==> src/rtl/load_store_unit_pkg.sv <==
// load_store_unit_pkg: size codes and FSM state encoding shared by the load/store unit.
package load_store_unit_pkg;
  localparam logic [1:0] SZ_BYTE = 2'b00;
  localparam logic [1:0] SZ_HALF = 2'b01;
  localparam logic [1:0] SZ_WORD = 2'b10;
  typedef enum logic [2:0] {S_IDLE, S_RD, S_SETUP, S_STROBE, S_RESP} state_t;
endpackage

==> src/rtl/lsu_lane_align.sv <==
// lsu_lane_align: little-endian lane extract/extend for loads and lane merge for stores.
module lsu_lane_align
  import load_store_unit_pkg::*;
(
  input  logic [31:0] word,
  input  logic [1:0]  lane,
  input  logic [1:0]  size,
  input  logic        is_unsigned,
  input  logic [31:0] wdata,
  output logic [31:0] load_ext,
  output logic [31:0] store_merged
);
  logic [7:0]  b;
  logic [15:0] h;
  always_comb begin
    b = word[{lane, 3'b000} +: 8];
    h = word[{lane[1], 4'b0000} +: 16];
    load_ext = size == SZ_BYTE ? {{24{~is_unsigned & b[7]}}, b}
             : size == SZ_HALF ? {{16{~is_unsigned & h[15]}}, h} : word;
    store_merged = size == SZ_WORD ? wdata : word;
    if (size == SZ_BYTE) store_merged[{lane, 3'b000} +: 8] = wdata[7:0];
    if (size == SZ_HALF) store_merged[{lane[1], 4'b0000} +: 16] = wdata[15:0];
  end
endmodule

==> src/rtl/load_store_unit.sv <==
// load_store_unit: memory-stage FSM driving a word-addressed data memory with sub-word read-modify-write.
module load_store_unit
  import load_store_unit_pkg::*;
#(
  parameter int DEPTH_WORDS = 128,
  parameter bit CHECK_RANGE = 1'b1
) (
  input  logic        clk,
  input  logic        rst,
  input  logic        req_valid,
  output logic        req_ready,
  input  logic        req_write,
  input  logic [1:0]  req_size,
  input  logic        req_unsigned,
  input  logic [31:0] req_addr,
  input  logic [31:0] req_wdata,
  output logic        resp_valid,
  output logic [31:0] resp_rdata,
  output logic        resp_error,
  output logic        mem_read,
  output logic        mem_write,
  output logic [31:0] mem_addr,
  output logic [31:0] mem_wdata,
  input  logic [31:0] mem_rdata
);
  localparam logic [31:0] ADDR_LIMIT = 32'(4 * DEPTH_WORDS);
  localparam logic [31:0] ADDR_MASK = (ADDR_LIMIT - 32'd1) & ~32'd3;
  state_t state, nxt;
  logic [31:0] a_wdata, load_ext, store_merged;
  logic [1:0]  a_size, a_lane;
  logic        a_uns, a_write, accept, err_in;
  assign accept = req_valid && req_ready;
  assign err_in = req_size == 2'b11 || (req_size == SZ_HALF && req_addr[0])
                || (req_size == SZ_WORD && req_addr[1:0] != 2'b00)
                || (CHECK_RANGE && req_addr >= ADDR_LIMIT);
  always_comb begin
    nxt = state == S_IDLE   ? (!accept ? S_IDLE : err_in ? S_RESP
                              : (!req_write || req_size != SZ_WORD) ? S_RD : S_SETUP)
        : state == S_RD     ? (a_write ? S_SETUP : S_RESP)
        : state == S_SETUP  ? S_STROBE
        : state == S_STROBE ? S_RESP : S_IDLE;
  end
  lsu_lane_align u_align (
    .word(mem_rdata), .lane(a_lane), .size(a_size), .is_unsigned(a_uns),
    .wdata(a_wdata), .load_ext(load_ext), .store_merged(store_merged)
  );
  // Control outputs are flops of the next state so mem_write cannot glitch.
  always_ff @(posedge clk or posedge rst) begin
    if (rst) begin
      state      <= S_IDLE;
      req_ready  <= 1'b1;
      resp_valid <= 1'b0;
      resp_error <= 1'b0;
      resp_rdata <= '0;
      mem_read   <= 1'b0;
      mem_write  <= 1'b0;
      mem_addr   <= '0;
      mem_wdata  <= '0;
      a_wdata    <= '0;
      a_size     <= '0;
      a_lane     <= '0;
      a_uns      <= 1'b0;
      a_write    <= 1'b0;
    end else begin
      state      <= nxt;
      req_ready  <= nxt == S_IDLE;
      resp_valid <= nxt == S_RESP;
      resp_error <= state == S_IDLE && nxt == S_RESP;
      mem_read   <= nxt == S_RD;
      mem_write  <= nxt == S_STROBE;
      if (accept) begin
        a_wdata    <= req_wdata;
        a_size     <= req_size;
        a_lane     <= req_addr[1:0];
        a_uns      <= req_unsigned;
        a_write    <= req_write;
        resp_rdata <= '0;
        if (!err_in) mem_addr <= req_addr & ADDR_MASK;
        if (!err_in && req_write && req_size == SZ_WORD) mem_wdata <= req_wdata;
      end
      if (state == S_RD && a_write) mem_wdata <= store_merged;
      if (state == S_RD && !a_write) resp_rdata <= load_ext;
    end
  end
endmodule
==> config.mk <==
export PLATFORM = sky130hd
export DESIGN_NAME = load_store_unit
export DESIGN_NICKNAME = d
export VERILOG_FILES = /design/src/rtl/load_store_unit_pkg.sv /design/src/rtl/lsu_lane_align.sv /design/src/rtl/load_store_unit.sv
export SDC_FILE = /design/constraint.sdc
export NUM_CORES = 1
export LEC_CHECK = 0
export CORE_MARGIN = 4
export CORE_UTILIZATION = 49
export CTS_BUF_LIST = sky130_fd_sc_hd__clkbuf_4
export DETAILED_ROUTE_END_ITERATION = 12
export HOLD_SLACK_MARGIN = 0.1
export PLACE_DENSITY = 0.83
export SLEW_MARGIN = 20
export SYNTH_ARGS = -nofsm -noshare
export SYNTH_HDL_FRONTEND = slang
export SYNTH_HIERARCHICAL = 1
export SYNTH_SLANG_ARGS = --single-unit
==> constraint.sdc <==
create_clock -name clk -period 4.7 [get_ports clk]
set_clock_uncertainty 0.1 [all_clocks]
set_input_delay 1.175 -clock clk [delete_from_list [all_inputs] [get_ports clk]]
set_output_delay 1.175 -clock clk [all_outputs]
set_load 0.05 [all_outputs]
==> results.json <==
{
  "drt_pass1_iterations": 5,
  "max_freq_mhz": 299,
  "synth_top_family_by_area": "simple AND/OR/NAND/NOR gates",
  "final_setup_violation_count": 0,
  "pwr_density_cell_nw_per_um2": 302,
  "worst_slack_ns": 1.36,
  "detailedPlacementHpwl_um": 15700,
  "arrival_time_worst_endpoint_ns": 2.07,
  "worstPathCellList": "clkdlybuf4s50_1",
  "synth_area_um2": 6680,
  "class_of_the_tightest_hold_or_removal_check": "flip-flop to flip-flop",
  "finalWirelength_um": 21100,
  "sequentialPowerShare": 0.436,
  "path_class": "flip-flop to output port",
  "post_cts_setup_buffer_count": 0,
  "cts_made_buffers": 17,
  "maximum_vdd_drop_mv": 0.204,
  "via_count_normalized_by_instance_count": 5.90,
  "number_of_flops_mapped_to_enable_cells_by_yosys": 0,
  "drt-wirelength-per-cell_um": 19.4,
  "ys.flop_type": "sky130_fd_sc_hd__dfrtp_1",
  "clock_power_share": 0.297,
  "totalNegativeSetupSlack_ns": 0,
  "postCtsHoldBufs": 0,
  "drt_drc_violations_left": 0,
  "antenna_found_initial": 0,
  "pwr-share-comb": 0.267,
  "timing.critical_path.fanout_max": 17,
  "die_w_um": 125,
  "cts_num_sinks": 117,
  "dpl_worst_slack_ns": 1.04,
  "htree_num_levels": 4,
  "first_global_vias": 6118,
  "post_route_cells_drive_above_1_share": 0.0780,
  "tritoncts_clock_tree": "built",
  "yosysUniqueCellTypes": 51,
  "ys_async_sr_fraction": 1.00,
  "pin_count_of_the_biggest_net_entering_global_routing": 65,
  "max_cap_viol_count": 0,
  "power_switching_uw": 902,
  "cp-start-kind": "flip-flop",
  "muxShareOfSynthArea": 0.0530,
  "cpMaxStageDelayCell": "sky130_fd_sc_hd__clkdlybuf4s50_1",
  "worstPathRequired_ns": 3.42,
  "mean_area_per_synthesized_cell_um2": 8.91,
  "filler_cell_count": 1073,
  "crit_cells": 1,
  "ys_seq_elements": 117,
  "initial_core_util": 0.502,
  "peak_per_stage_delay_on_the_critical_path_ns": 0.84,
  "finalCritPeriodShare": 0.711,
  "clock_tree.buffer_depth": 2,
  "cts-root-buf": "sky130_fd_sc_hd__clkbuf_4",
  "synth_warnings": 6,
  "normalized_max_slew_margin": 0.252,
  "synthesis_to_finish_area_growth_pct": 30.5,
  "synthXorXnorAreaFrac": 0,
  "power_report.internal_total_uw": 1730,
  "floorplan.die.height_um": 125,
  "core.rowCount": 42,
  "layout.nets": 1005,
  "synthAdderAreaFrac": 0.00937,
  "worst_skew_pair.late_latency_ns": 0.55,
  "routed-via-count": 6404,
  "final_hold_viol_count": 0,
  "timing.final.crit_period_ns": 3.34,
  "floorplan.die_area_um2": 15600,
  "cp_num_buf_inv": 1,
  "switching_share": 0.343,
  "grt_first_pass_wirelength_um": 32500,
  "path_delay_family": "buffers and inverters",
  "grt.total_usage": 0.265,
  "clkTransAtPathRegs_ns": 0.11,
  "rsz0062_at_grt": "no",
  "worst_pin_slew_ns": 1.12,
  "core_um2": 13300,
  "port_buffers": 178,
  "critical_path_endpoint_category": "output port",
  "worst-r2r-cell-count": 7,
  "fin_cells": 1086,
  "placed_cells": 1054,
  "synth_sequential_area_ratio": 0.439,
  "ant_nets": 0,
  "grt_overflow": 0,
  "status": "completed",
  "synthesis.instances": 749,
  "dr.first_iter.drc_count": 603,
  "antenna-diode-count": 0,
  "min_path_cells": 1,
  "p_leak_uw": 0.00393,
  "routability_congestion_estimate": 0.948,
  "report.final.slew_viol_count": 0,
  "synthSimpleGateAreaFrac": 0.230,
  "synth_compound_area_frac": 0.192,
  "cts-resized-gates": 0,
  "num_io_pins": 204
}
-- flip-flops by register name, indices dropped and copies added, names as in the netlist --
register and count:
mem_read 1, mem_write 1, resp_valid 1, mem_addr 7, a_size 2, a_lane 2, req_ready 1, a_uns 1
resp_rdata 32, a_wdata 32, mem_wdata 32, state 3, a_write 1, resp_error 1
-- cell families (layout without fill, tap and decap cells) --
kind of cell	count (synthesis)	after routing
compound gates	178	178
fa+ha+maj	5	5
buf+inv	89	226
flops	117	117
mux	25	25
other cells	1	25
simple gates	334	334
-- path summary, 6_finish.rpt --
kind,from,to,slack (ns)
worst max-delay path,req_ready$_DFF_PP1_,req_ready,1.36
worst min-delay path,state[2]$_DFF_PP0_,req_ready$_DFF_PP1_,0.39
worst max register to register,a_lane[1]$_DFFE_PP0P_,mem_wdata[3]$_DFFE_PP0P_,1.57
worst min register to register,state[2]$_DFF_PP0_,req_ready$_DFF_PP1_,0.39
max in group asynchronous,rst,resp_rdata[10]$_DFFE_PP0P_,2.74
min in group asynchronous,rst,mem_write$_DFF_PP0_,0.97
-- layout by cell type (no fill, tap or decap), types with 5 or more instances in the layout --
cell,count
sky130_fd_sc_hd__nand2_1,229
sky130_fd_sc_hd__clkdlybuf4s50_1,178
sky130_fd_sc_hd__a221o_1,32
sky130_fd_sc_hd__nor4_1,23
sky130_fd_sc_hd__mux2i_1,11
sky130_fd_sc_hd__o22a_1,8
sky130_fd_sc_hd__and3_1,14
sky130_fd_sc_hd__a211oi_1,8
sky130_fd_sc_hd__buf_4,7
sky130_fd_sc_hd__ha_1,5
sky130_fd_sc_hd__clkbuf_4,19
sky130_fd_sc_hd__a2bb2oi_1,8
sky130_fd_sc_hd__conb_1,25
sky130_fd_sc_hd__mux4_2,5
sky130_fd_sc_hd__o31ai_1,9
sky130_fd_sc_hd__nor3_1,5
sky130_fd_sc_hd__dfrtp_1,116
sky130_fd_sc_hd__nor2_1,24
sky130_fd_sc_hd__a21o_1,23
sky130_fd_sc_hd__a21oi_1,19
sky130_fd_sc_hd__and2_1,17
sky130_fd_sc_hd__o22ai_1,16
sky130_fd_sc_hd__o21ai_0,32
sky130_fd_sc_hd__mux2_2,7
sky130_fd_sc_hd__a31oi_1,16
-- power by group through the flow --
stage	Clock [uW]	Sequential (uW)	Combinational [uW]
2_1_floorplan	0	1120	511
3_3_place_gp	0	1160	677
3_5_place_dp	0	1160	687
4_1_cts	797	1140	690
5_1_grt	845	1150	751
6_report	782	1150	701
-- synth_stat cells, drive strengths merged (7+ instances only) --
| cell | count | area, um^2 |
|---|---|---|
| a211oi | 8 | 60.1 |
| and3 | 14 | 87.6 |
| inv | 7 | 26.3 |
| a21o | 23 | 173 |
| a31oi | 18 | 128 |
| and2 | 17 | 106 |
| mux4 | 7 | 165 |
| nand2 | 230 | 863 |
| nor4 | 26 | 190 |
| dfrtp | 116 | 2900 |
| o22ai | 16 | 100 |
| nor3 | 8 | 56.3 |
| a21oi | 19 | 95.1 |
| buf | 43 | 325 |
| a221o | 32 | 320 |
| mux2i | 11 | 110 |
| clkbuf | 39 | 158 |
| nor2 | 25 | 101 |
| o22a | 8 | 70.1 |
| mux2 | 7 | 78.8 |
| a2bb2oi | 8 | 70.1 |
| o31ai | 9 | 67.6 |
| o21ai | 32 | 160 |
-- worst reg2reg max path: cells and delay by family (launching register included) --
family,cells,cell delay (ns)
buf+inv,1,0.30
fa+ha+maj,1,0.40
simple gates,2,0.15
flops,1,0.64
mux,1,0.30
compound gates,2,1.14
-- metal layers --
metal / global-route usage / vias to the layer above / part of all wire
li1: - / 2912 / -
met1: 0.349 / 3031 / 0.40
met2: 0.421 / 414 / 0.47
met3: 0.0720 / 47 / 0.10
met4: 0.0986 / 0 / 0.025
met5: 0 / - / 0
-- metrics by stage --
stage               hold slack (ns)  cell area (um^2)  total power, uW   util
finish                        0.390              8710             2630  0.655
global route                  0.405              8710             2750  0.655
CTS                           0.394              8710             2630  0.655
detailed placement            0.366              8410             1850  0.632
global placement              0.360              8410             1840  0.632
floorplan                     0.342              6770             1640      -
-- final cells by class --
type / instances / area, um^2 / share of cell area
Multi-Input combinational cell: 567 / 3360 / 0.386
Sequential cell: 117 / 2930 / 0.336
Timing Repair Buffer: 187 / 1870 / 0.215
Tap cell: 176 / 220 / 0.0253
Clock inverter: 13 / 158 / 0.0181
Clock buffer: 19 / 143 / 0.0164
Inverter: 7 / 28.8 / 0.00330
(Power assumes the default switching activity.)
